--- config.mk ---
export PLATFORM = sky130hd
export DESIGN_NAME = game_flow_ctrl
export DESIGN_NICKNAME = d
export VERILOG_FILES = /design/src/rtl/game_pkg.sv /design/src/rtl/sec_tick.sv /design/src/rtl/game_flow_ctrl.sv
export SDC_FILE = /design/constraint.sdc
export NUM_CORES = 1
export LEC_CHECK = 0
export CAP_MARGIN = 30
export CORE_ASPECT_RATIO = 0.8
export CORE_MARGIN = 4
export CORE_UTILIZATION = 30
export CTS_CLUSTER_SIZE = 28
export DETAILED_ROUTE_END_ITERATION = 12
export GPL_TIMING_DRIVEN = 0
export PLACE_DENSITY = 0.5
export SLEW_MARGIN = 20
export SYNTH_ARGS = -nofsm -noshare
export SYNTH_HDL_FRONTEND = slang
export SYNTH_SLANG_ARGS = --single-unit
--- constraint.sdc ---
create_clock -name vsync -period 2.6 [get_ports vsync]
set_input_delay 0.52 -clock vsync [delete_from_list [all_inputs] [get_ports vsync]]
set_output_delay 0.52 -clock vsync [all_outputs]
set_load 0.005 [all_outputs]
--- src/rtl/game_pkg.sv ---
// Shared game definitions: state encoding, movement directions, screen and spawn geometry,
// and a saturating score adder.
package game_pkg;

  typedef enum logic [2:0] {
    WELCOME = 3'd0,
    START   = 3'd1,
    PLAY    = 3'd2,
    PAUSE   = 3'd3,
    FINISH  = 3'd4
  } game_state_t;

  typedef enum logic [1:0] {
    LEFT  = 2'd0,
    RIGHT = 2'd1,
    UP    = 2'd2,
    DOWN  = 2'd3
  } dir_t;

  localparam int unsigned SCREEN_W   = 640;
  localparam int unsigned SCREEN_H   = 480;
  localparam int unsigned SPAWN_X_L  = 64;
  localparam int unsigned SPAWN_X_R  = SCREEN_W - 64;
  localparam int unsigned SPAWN_Y_T  = 64;
  localparam int unsigned SPAWN_Y_B  = SCREEN_H - 64;

  function automatic logic [15:0] sat_add16(input logic [15:0] a, input logic [7:0] b);
    logic [16:0] sum;
    sum = 17'(a) + 17'(b);
    return sum[16] ? 16'hFFFF : sum[15:0];
  endfunction

endpackage

--- src/rtl/sec_tick.sv ---
// Frame counter that wraps every PERIOD enabled frames; wrap_c flags the wrapping frame.
// Holds its count while disabled so a paused round resumes mid-second.
module sec_tick #(
  parameter int unsigned PERIOD = 60,
  localparam int unsigned CW = (PERIOD > 1) ? $clog2(PERIOD) : 1
) (
  input  logic          clk,
  input  logic          rst_n,
  input  logic          en,
  input  logic          clr,
  output logic [CW-1:0] cnt,
  output logic          wrap_c
);

  logic [CW-1:0] cnt_q, cnt_d;
  logic          last;

  assign last   = (cnt_q == CW'(PERIOD - 1));
  assign wrap_c = en & last;
  assign cnt    = cnt_q;

  always_comb begin
    cnt_d = cnt_q;
    if (clr)     cnt_d = '0;
    else if (en) cnt_d = last ? '0 : cnt_q + CW'(1);
  end

  always_ff @(negedge clk) begin
    if (!reset_active(rst_n)) cnt_q <= cnt_d;
    else                      cnt_q <= '0;
  end

  function automatic logic reset_active(input logic r_n);
    return ~r_n;
  endfunction

endmodule

--- src/rtl/game_flow_ctrl.sv ---
// Game sequencer: welcome/countdown/round/pause/finish flow, round timer and team score.
// Define GAME_FLOW_TIME_BONUS_EN to add BONUS_SEC round time per delivered order.
module game_flow_ctrl
  import game_pkg::*;
#(
`ifdef GAME_FLOW_TIME_BONUS_EN
  parameter int unsigned BONUS_SEC      = 5,
`endif
  parameter int unsigned FRAMES_PER_SEC = 60,
  parameter int unsigned COUNTDOWN_SEC  = 3,
  parameter int unsigned ROUND_SEC      = 120
) (
  input  logic        vsync,
  input  logic        reset_n,
  input  logic        start_btn,
  input  logic        pause_btn,
  input  logic        all_ready,
  input  logic [1:0]  num_players_sel,
  input  logic        order_done,
  input  logic [7:0]  order_pts,
  output logic [2:0]  game_state,
  output logic [1:0]  num_players,
  output logic        player_spawn,
  output logic [3:0]  countdown,
  output logic [7:0]  time_left,
  output logic [15:0] score
);

  localparam int unsigned FC_W = (FRAMES_PER_SEC > 1) ? $clog2(FRAMES_PER_SEC) : 1;

  game_state_t state_q, state_d;
  logic [1:0]  np_q, np_d;
  logic        spawn_q, spawn_d;
  logic [3:0]  cd_q, cd_d;
  logic [7:0]  tl_q, tl_d;
  logic [15:0] score_q, score_d;
  logic        start_prev_q, pause_prev_q;

  logic            start_rise, pause_rise;
  logic            frame_last, bonus_now, expiry, pause_go;
  logic            tick_en, tick_clr, tick_wrap;
  logic [FC_W-1:0] frame_cnt;
`ifdef GAME_FLOW_TIME_BONUS_EN
  logic [8:0]      tl_sum;
`endif

  assign start_rise = start_btn & ~start_prev_q;
  assign pause_rise = pause_btn & ~pause_prev_q;
  assign frame_last = (frame_cnt == FC_W'(FRAMES_PER_SEC - 1));

`ifdef GAME_FLOW_TIME_BONUS_EN
  assign bonus_now = (state_q == PLAY) & order_done;
`else
  assign bonus_now = 1'b0;
`endif

  // A bonus on the last frame keeps the round alive; otherwise expiry beats a pause press.
  assign expiry   = (state_q == PLAY) & frame_last & (tl_q == 8'd1) & ~bonus_now;
  assign pause_go = (state_q == PLAY) & pause_rise & ~expiry;
  assign tick_en  = (state_q == START) | ((state_q == PLAY) & ~pause_go);
  assign tick_clr = (state_q == WELCOME) & start_rise & all_ready;

  sec_tick #(.PERIOD(FRAMES_PER_SEC)) u_sec_tick (
    .clk    (vsync),
    .rst_n  (reset_n),
    .en     (tick_en),
    .clr    (tick_clr),
    .cnt    (frame_cnt),
    .wrap_c (tick_wrap)
  );

  always_comb begin
    state_d = state_q;
    np_d    = np_q;
    cd_d    = cd_q;
    tl_d    = tl_q;
    score_d = score_q;
`ifdef GAME_FLOW_TIME_BONUS_EN
    tl_sum  = '0;
`endif
    unique case (state_q)
      WELCOME: begin
        np_d = num_players_sel;
        if (start_rise && all_ready) begin
          state_d = START;
          cd_d    = 4'(COUNTDOWN_SEC);
          score_d = '0;
        end
      end
      START: begin
        if (tick_wrap) begin
          if (cd_q == 4'd1) begin
            state_d = PLAY;
            cd_d    = '0;
            tl_d    = 8'(ROUND_SEC);
          end else begin
            cd_d = cd_q - 4'd1;
          end
        end
      end
      PLAY: begin
        if (order_done) score_d = sat_add16(score_q, order_pts);
        tl_d = tl_q - 8'(tick_wrap);
`ifdef GAME_FLOW_TIME_BONUS_EN
        if (order_done) begin
          tl_sum = 9'(tl_d) + 9'(BONUS_SEC);
          tl_d   = (tl_sum > 9'd255) ? 8'hFF : tl_sum[7:0];
        end
`endif
        if (expiry) begin
          state_d = FINISH;
          tl_d    = '0;
        end else if (pause_go) begin
          state_d = PAUSE;
        end
      end
      PAUSE: begin
        if (start_rise) begin
          state_d = WELCOME;
          tl_d    = '0;
        end else if (pause_rise) begin
          state_d = PLAY;
        end
      end
      FINISH: begin
        tl_d = '0;
        if (start_rise) state_d = WELCOME;
      end
      default: state_d = WELCOME;
    endcase
    spawn_d = (state_d == WELCOME) || (state_d == START);
  end

  always_ff @(negedge vsync) begin
    if (!reset_n) begin
      state_q      <= WELCOME;
      np_q         <= '0;
      spawn_q      <= 1'b1;
      cd_q         <= '0;
      tl_q         <= '0;
      score_q      <= '0;
      start_prev_q <= 1'b0;
      pause_prev_q <= 1'b0;
    end else begin
      state_q      <= state_d;
      np_q         <= np_d;
      spawn_q      <= spawn_d;
      cd_q         <= cd_d;
      tl_q         <= tl_d;
      score_q      <= score_d;
      start_prev_q <= start_btn;
      pause_prev_q <= pause_btn;
    end
  end

  assign game_state   = state_q;
  assign num_players  = np_q;
  assign player_spawn = spawn_q;
  assign countdown    = cd_q;
  assign time_left    = tl_q;
  assign score        = score_q;

endmodule

# == Word-level counts from Yosys, hierarchy flattened ==
# Index checks and enable logic that the tools add are counted.
# word_totals
output_inout_bits,34
input_bits,16
register_bits,42
# op_classes
n_reduce_logical,11
n_eq_ne,13
bitwise_logic,16
mux,23
addsub,4
# op_table
op,n
$mux 16,3
$mux 8,4
$pmux 16 s2,1
$pmux 8 s4,1
$mux 3,8
$add 16x8->17,1
$pmux 3 s5,1
$mux 4,3
$and 1x1->1,10
$eq 8x1->1 const B,1
$pmux 4 s2,1
$sub 8x1->8,1
$add 6x1->6 const B,1
$eq 3x1->1 const B,2
$eq 3x2->1 const B,2
$eq 6x6->1 const B,1
$logic_not 3->1,2
$mux 6,1
$ne 2x2->1 const B,3
$reduce_and 3->1,2
$not 1->1,5
$eq 4x1->1 const B,1
$ne 2x1->1 const B,2
$reduce_and 4->1,1
8 further kinds,9

# == Depth between registers and ports, before layout ==
# Gate-level depths: netlist (run 1).
# depth
word_depth,13
ltp_mapped,10
depth_no_buf,10

# == By module ==
# A second synthesis (run 1) with hierarchy kept.
# hier_totals
cells_unflattened,302
hier_area_um2,2523.7
# by_module_without_submodules
mod,area_per_inst_um2,seq_area_each_um2,cells_per_inst,n_inst
game_flow_ctrl,2232.1,720.7,270,1
sec_tick,291.5,120.1,32,1

==> results of run 1 <==
[repair_timing]
item                       in CTS  in global routing
setup buffers                  52                 11
gates cloned                    2                  0
gates resized for setup       253                 46
setup endpoints to repair      69                 70
pin swaps                      34                 23
[final timing paths]
check	start	to	slack, ns	cells past startpoint
max	order_pts[0]	score[7]	-0.66	10
min	num_players[1]	num_players[1]	0.51	2
max reg2reg	game_state[1]	time_left[7]	-0.30	11
min reg2reg	num_players[1]	num_players[1]	0.51	2
[tightest hold or removal path: cells and delay by family (launching register included)]
family / cells / cell delay [ns]
flip-flops: 1 / 0.32
multiplexers: 1 / 0.06
AND/OR/NAND/NOR: 1 / 0.08
[routing by layer]
layer / up-vias / global-route usage / part of all wire
li1: 1491 / - / -
met1: 1425 / 0.2404 / 0.48
met2: 82 / 0.2545 / 0.45
met3: 6 / 0.06729 / 0.064
met4: 0 / 0.06807 / 0.0053
met5: - / 0 / 0
[power groups by stage]
stage	Sequential, uW	Combinational [uW]	Clock, uW
3_5_place_dp	673	143	101
4_1_cts	653	173	779
6_report	652	176	739
5_1_grt	651	194	861
2_1_floorplan	672	82.3	101
3_3_place_gp	673	141	101
[stage by stage]
stage,setup WS (ns),area [sq um]
floorplan,-0.8900,2815
global placement,-1.685,3436
detailed placement,-1.698,3436
finish,-0.6599,4468
global route,-0.7210,4468
CTS,-0.6911,4303
[cells by family after synthesis]
logic type	count (synthesis)
and+or+nand+nor	129
AOI/OAI and AO/OA	94
DFF	42
buffers and inverters	28
adders and majority gates	14
xor gates and xnor gates	8
muxes	3
[cell type report]
class | instances | area (sq um)
fillers | 859 | 4015
multi-input cells | 248 | 2093
repair buffers | 104 | 932.1
flip-flops and latches | 42 | 912.1
clock inverters | 45 | 186.4
well taps | 112 | 140.1
plain buffers | 13 | 86.33
clock buffers | 5 | 68.82
inverters | 13 | 48.80
[registers in the layout (all words and copies together) (netlist names)]
signal          flops
countdown           4
start_prev_q        1
time_left           8
player_spawn        1
score              16
num_players         2
game_state          3
u_sec_tick.cnt      6
pause_prev_q        1
[layout by cell type, fill, tap and decap left out, types with 10 or more instances in the layout]
master   instances
inv_1           53
nand3_1         13
buf_6           41
buf_2           10
buf_4           45
dfxtp_4         12
nor3_1          10
nand2_1         18
a21oi_1         21
nor2_1          18
dfxtp_2         21
==> results.sh, run 1 <==
export IMPL_p_leak_uw=0.001904
export IMPL_ios=50
export IMPL_setup_viol=54
export IMPL_violations="negative setup slack"
export IMPL_die_x_um=112.2
export IMPL_cpMaxStageDelayCell="fa_2"
export IMPL_synthArstFlopShare=0
export IMPL_wl_per_cell_um=15.69
export IMPL_worst_ep_arrival_time_ns=2.24
export IMPL_h_tree_depth=2
export IMPL_rsz0062_at_grt="true"
export IMPL_pwr_share_seq=0.416
export IMPL_ys_flop_type="dfxtp_1"
export IMPL_critPathBufInv=3
export IMPL_synth_edf_count=0
export IMPL_synth_compound_area_frac=0.2462
export IMPL_cts_sinks=42
export IMPL_hpwl_mm=5.847
export IMPL_synth_top_cell_by_area="dfxtp_1"
export IMPL_p_comb_frac=0.113
export IMPL_worst_slew_pin_slew_ns=0.6665
export IMPL_gr_total_overflow=0
export IMPL_grt_usage=0.1778
export IMPL_cts_buffers=5
export IMPL_syn_avg_cell_area_sq_um=8.200
export IMPL_gp_congestion=0.8011
export IMPL_clock_path_buffers=2
export IMPL_hold_violations=0
export IMPL_grt_pass1_wl_mm=15.10
export IMPL_die_area_sq_um=10260
export IMPL_antenna_left=0
export IMPL_cp_top_family="simple AND/OR/NAND/NOR gates"
export IMPL_die_h_um=91.39
export IMPL_synthAdderAreaFrac=0.07006
export IMPL_num_antenna_cells=0
export IMPL_dp_cells=478
export IMPL_cp_required_ns=1.58
export IMPL_total_power_uw=1568
export IMPL_start_kind="primary input"
export IMPL_outcome="finished, violations left"
export IMPL_cts_clk_slew_worst_paths_ns=0.03
export IMPL_sw_frac_of_total=0.3523
export IMPL_setup_worst_path_class="primary input to flip-flop"
export IMPL_yosysMostFrequentCell="dfxtp_1"
export IMPL_synth_area_top_cells="dfxtp_1, ha_1, a21oi_1"
export IMPL_clk_latency_ns=0.38
export IMPL_slew_viol_final=0
export IMPL_hp_class="flip-flop to flip-flop"
export IMPL_routed_via_density=5.162
export IMPL_coreArea_sq_um=8483
export IMPL_synth_distinct_cells=64
export IMPL_area_growth_pct=71.35
export IMPL_relSlewSlack=0.5527
export IMPL_intPower_uw=1016
export IMPL_cts_root_buf="clkbuf_8"
export IMPL_hold_worst_slack_ns=0.5072
export IMPL_final_setup_tns_ns=-12.22
export IMPL_synthMuxAreaShare=0.01152
export IMPL_layout_setup_ws_ns=-0.6599
export IMPL_synthesis_area_sq_um=2608
export IMPL_synth_top_family_by_area="simple AND/OR/NAND/NOR gates"
export IMPL_synth_xor_area_frac=0.02687
export IMPL_path_cells="buf_6 -> ha_4 -> inv_2 -> fa_2 -> nand2b_4 -> a21o_4 -> a211oi_4 -> buf_6 -> and4b_1 -> nor3_1"
export IMPL_layout_cells_non_filler=582
export IMPL_vias=3004
export IMPL_grt_pass1_vias=3186
export IMPL_cts_tree="built"
export IMPL_synth_ff_latch_count=42
export IMPL_drtIter0Drc=149
export IMPL_path_max_fanout=5
export IMPL_ir_drop_mv=0.2567
export IMPL_yosys_top_cells_count="dfxtp_1, a21oi_1, nand2_1"
export IMPL_fp_row_count=30
export IMPL_syn_instance_count=318
export IMPL_crit_top_cell="buf_6"
export IMPL_utilization=0.5267
export IMPL_slowest_delay_ns=0.33
export IMPL_crit_path_end_kind="flip-flop"
export IMPL_p_sw_uw=552.3
export IMPL_maxCapViolCount=0
export IMPL_totalWireLength_mm=9.132
export IMPL_antenna_found_initial=0
export IMPL_drc_errors=0
export IMPL_drive_above_1_share=0.4511
export IMPL_synth_nets=348
export IMPL_layout_nets=499
export IMPL_numPortBuffers=48
export IMPL_pwr_share_clk=0.471
export IMPL_ys_seq_area_frac=0.3225
export IMPL_ys_warn_count=0
export IMPL_synth_top_area_share=0.3225
export IMPL_clock_skew_final_ns=0.02280
export IMPL_first_pass_iters=4
export IMPL_power_density_nw_per_um2=350.9
export IMPL_grt_max_degree=16
export IMPL_yosys_area_share_simple=0.2793
export IMPL_initial_core_util=0.3074
export IMPL_ctsHoldBuffers=0
Note: power is estimated with default switching activity, not from simulation.
==> run 2, diff against run 1 <==
Settings changed: PLACE_DENSITY 0.5 to 0.59.
==> run 2 against run 1 <==
Net effect: the run still ends with negative setup slack left; via count grew 4.4%; global-route usage shrank 0.15 points; setup slack gained 0.056 ns; total power shrank 1.9%; largest cell class unchanged; hold slack lost 0.019 ns; highest routed layer unchanged; clock-buffer cell count is the same; sequential share of layout area shrank 0.36 points; first-iteration DRC count grew 64%; critical path depth is the same.
==> results.sh, run 2 (synthesis gave the netlist of run 1 again) <==
export IMPL_outcome="finished, violations left"
export IMPL_violations="negative setup slack"
export IMPL_num_antenna_cells=0
export IMPL_grt_pass1_wl_mm=15.10
export IMPL_critPathBufInv=3
export IMPL_dp_cells=478
export IMPL_wl_per_cell_um=15.41
export IMPL_layout_commonest_cell="buf_4"
export IMPL_gr_total_overflow=0
export IMPL_gp_congestion=0.8263
export IMPL_layout_setup_ws_ns=-0.6041
export IMPL_layout_cells_non_filler=593
export IMPL_largest_reg_flops=16
export IMPL_cts_buffers=5
export IMPL_grt_usage=0.1763
export IMPL_startpoint="order_pts[0]"
export IMPL_met2_length_mm=4.134
export IMPL_first_pass_iters=4
export IMPL_coreArea_sq_um=8483
export IMPL_total_power_uw=1538
export IMPL_power_density_nw_per_um2=338.9
export IMPL_layout_nets=510
export IMPL_setup_worst_path_class="primary input to flip-flop"
export IMPL_maxCapViolCount=0
export IMPL_grt_pass1_vias=3166
export IMPL_die_h_um=91.39
export IMPL_dr_max_layer_used="met4"
export IMPL_drc_errors=0
export IMPL_regToRegStartpoint="game_state[1]"
export IMPL_drtIter0Drc=244
export IMPL_min_from="num_players[0]"
export IMPL_numPortBuffers=48
export IMPL_antenna_found_initial=0
export IMPL_initial_core_util=0.3074
export IMPL_hold_violations=0
export IMPL_ios=50
export IMPL_cts_clk_slew_worst_paths_ns=0.04
export IMPL_grt_max_degree=14
export IMPL_cp_top_family="simple AND/OR/NAND/NOR gates"
export IMPL_area_growth_pct=73.99
export IMPL_routed_via_density=5.288
export IMPL_slew_viol_final=0
export IMPL_hpwl_mm=5.790
export IMPL_hp_class="flip-flop to flip-flop"
export IMPL_wl_met1_mm=4.406
export IMPL_totalWireLength_mm=9.141
export IMPL_fp_row_count=30
export IMPL_worst_ep_arrival_time_ns=2.19
export IMPL_dr_wl_met3_um=550
export IMPL_crit_top_cell="buf_6"
export IMPL_clock_path_buffers=2
export IMPL_worst_slew_pin_slew_ns=0.6588
export IMPL_cts_tree="built"
export IMPL_h_tree_depth=2
export IMPL_ctsHoldBuffers=0
export IMPL_relSlewSlack=0.5574
export IMPL_cts_root_buf="clkbuf_8"
export IMPL_antenna_left=0
export IMPL_cpMaxStageDelayCell="fa_2"
export IMPL_cts_sinks=42
export IMPL_die_x_um=112.2
export IMPL_path_cells="buf_6 -> ha_4 -> inv_2 -> fa_2 -> nand2b_4 -> a21o_4 -> a211oi_4 -> buf_6 -> and4b_1 -> nor3_2"
export IMPL_die_area_sq_um=10260
export IMPL_clk_latency_ns=0.37
export IMPL_cp_required_ns=1.58
export IMPL_rsz0062_at_grt="true"
export IMPL_crit_path_end_kind="flip-flop"
export IMPL_p_leak_uw=0.001950
export IMPL_slowest_delay_ns=0.33
export IMPL_drive_above_1_share=0.4636
export IMPL_ir_drop_mv=0.2205
export IMPL_vias=3136
export IMPL_start_kind="primary input"
export IMPL_setup_viol=52
export IMPL_path_max_fanout=7
export IMPL_layout_common_cells="buf_4, inv_1, buf_6"
export IMPL_clock_skew_final_ns=0.01870
## run 2: timing repair
item,4_1_cts,5_1_grt
endpoints found under the hold margin,0,0
setup endpoints to repair,69,60
buffers inserted,58,10
resized for setup,279,30
pin swaps,36,15
cloned,0,0
## run 2: final cells by class
cell class | instances | area [sq um]
multi-input combinational | 248 | 2113
clock inverter | 45 | 176.4
fill | 807 | 3946
sequential | 42 | 909.6
buffer | 14 | 81.33
tap | 112 | 140.1
inverter | 13 | 51.30
timing repair buffer | 114 | 996.0
clock buffer | 5 | 68.82
## run 2: routing by layer
layer | up-vias | track usage
met4 | 0 | 0.05806
met5 | - | 0
met3 | 6 | 0.05929
li1 | 1514 | -
met2 | 92 | 0.2599
met1 | 1524 | 0.2408
## run 2: worst paths after layout
check	endpoint	slack (ns)	depth (start not counted)
min	num_players[0]	0.49	2
min reg2reg	num_players[0]	0.49	2
max reg2reg	time_left[5]	-0.29	9
max	score[7]	-0.60	10
## run 2: through the flow
stage	setup WS [ns]	hold slack (ns)	setup TNS, ns	area [sq um]	utilization
after global routing	-0.6359	0.5216	-14.22	4537	0.5348
after detailed placement	-1.692	0.4882	-45.54	3436	0.4050
final	-0.6041	0.4882	-11.96	4537	0.5348
after floorplan	-0.8900	0.4598	-16.18	2815	-
after CTS	-0.5962	0.4872	-12.01	4330	0.5105
after global placement	-1.671	0.4748	-44.96	3436	0.4050
## run 2: worst register-to-register path, cell delays in order, from the launching register on
cell	delay, ns
dfxtp_2	0.33
clkbuf_1	0.41
nand2b_1	0.16
a21oi_1	0.52
o211a_4	0.30
ha_4	0.13
or3b_4	0.38
or3_4	0.34
a21oi_2	0.13
o22ai_1	0.07
## run 2: where the power goes
part / switching [uW] / leakage [uW] / total (uW) / internal, uW
sequential: 6.66 / 0.000358 / 653 / 647
clock: 420 / 0.000274 / 694 / 273
combinational: 95.2 / 0.00132 / 191 / 95.6
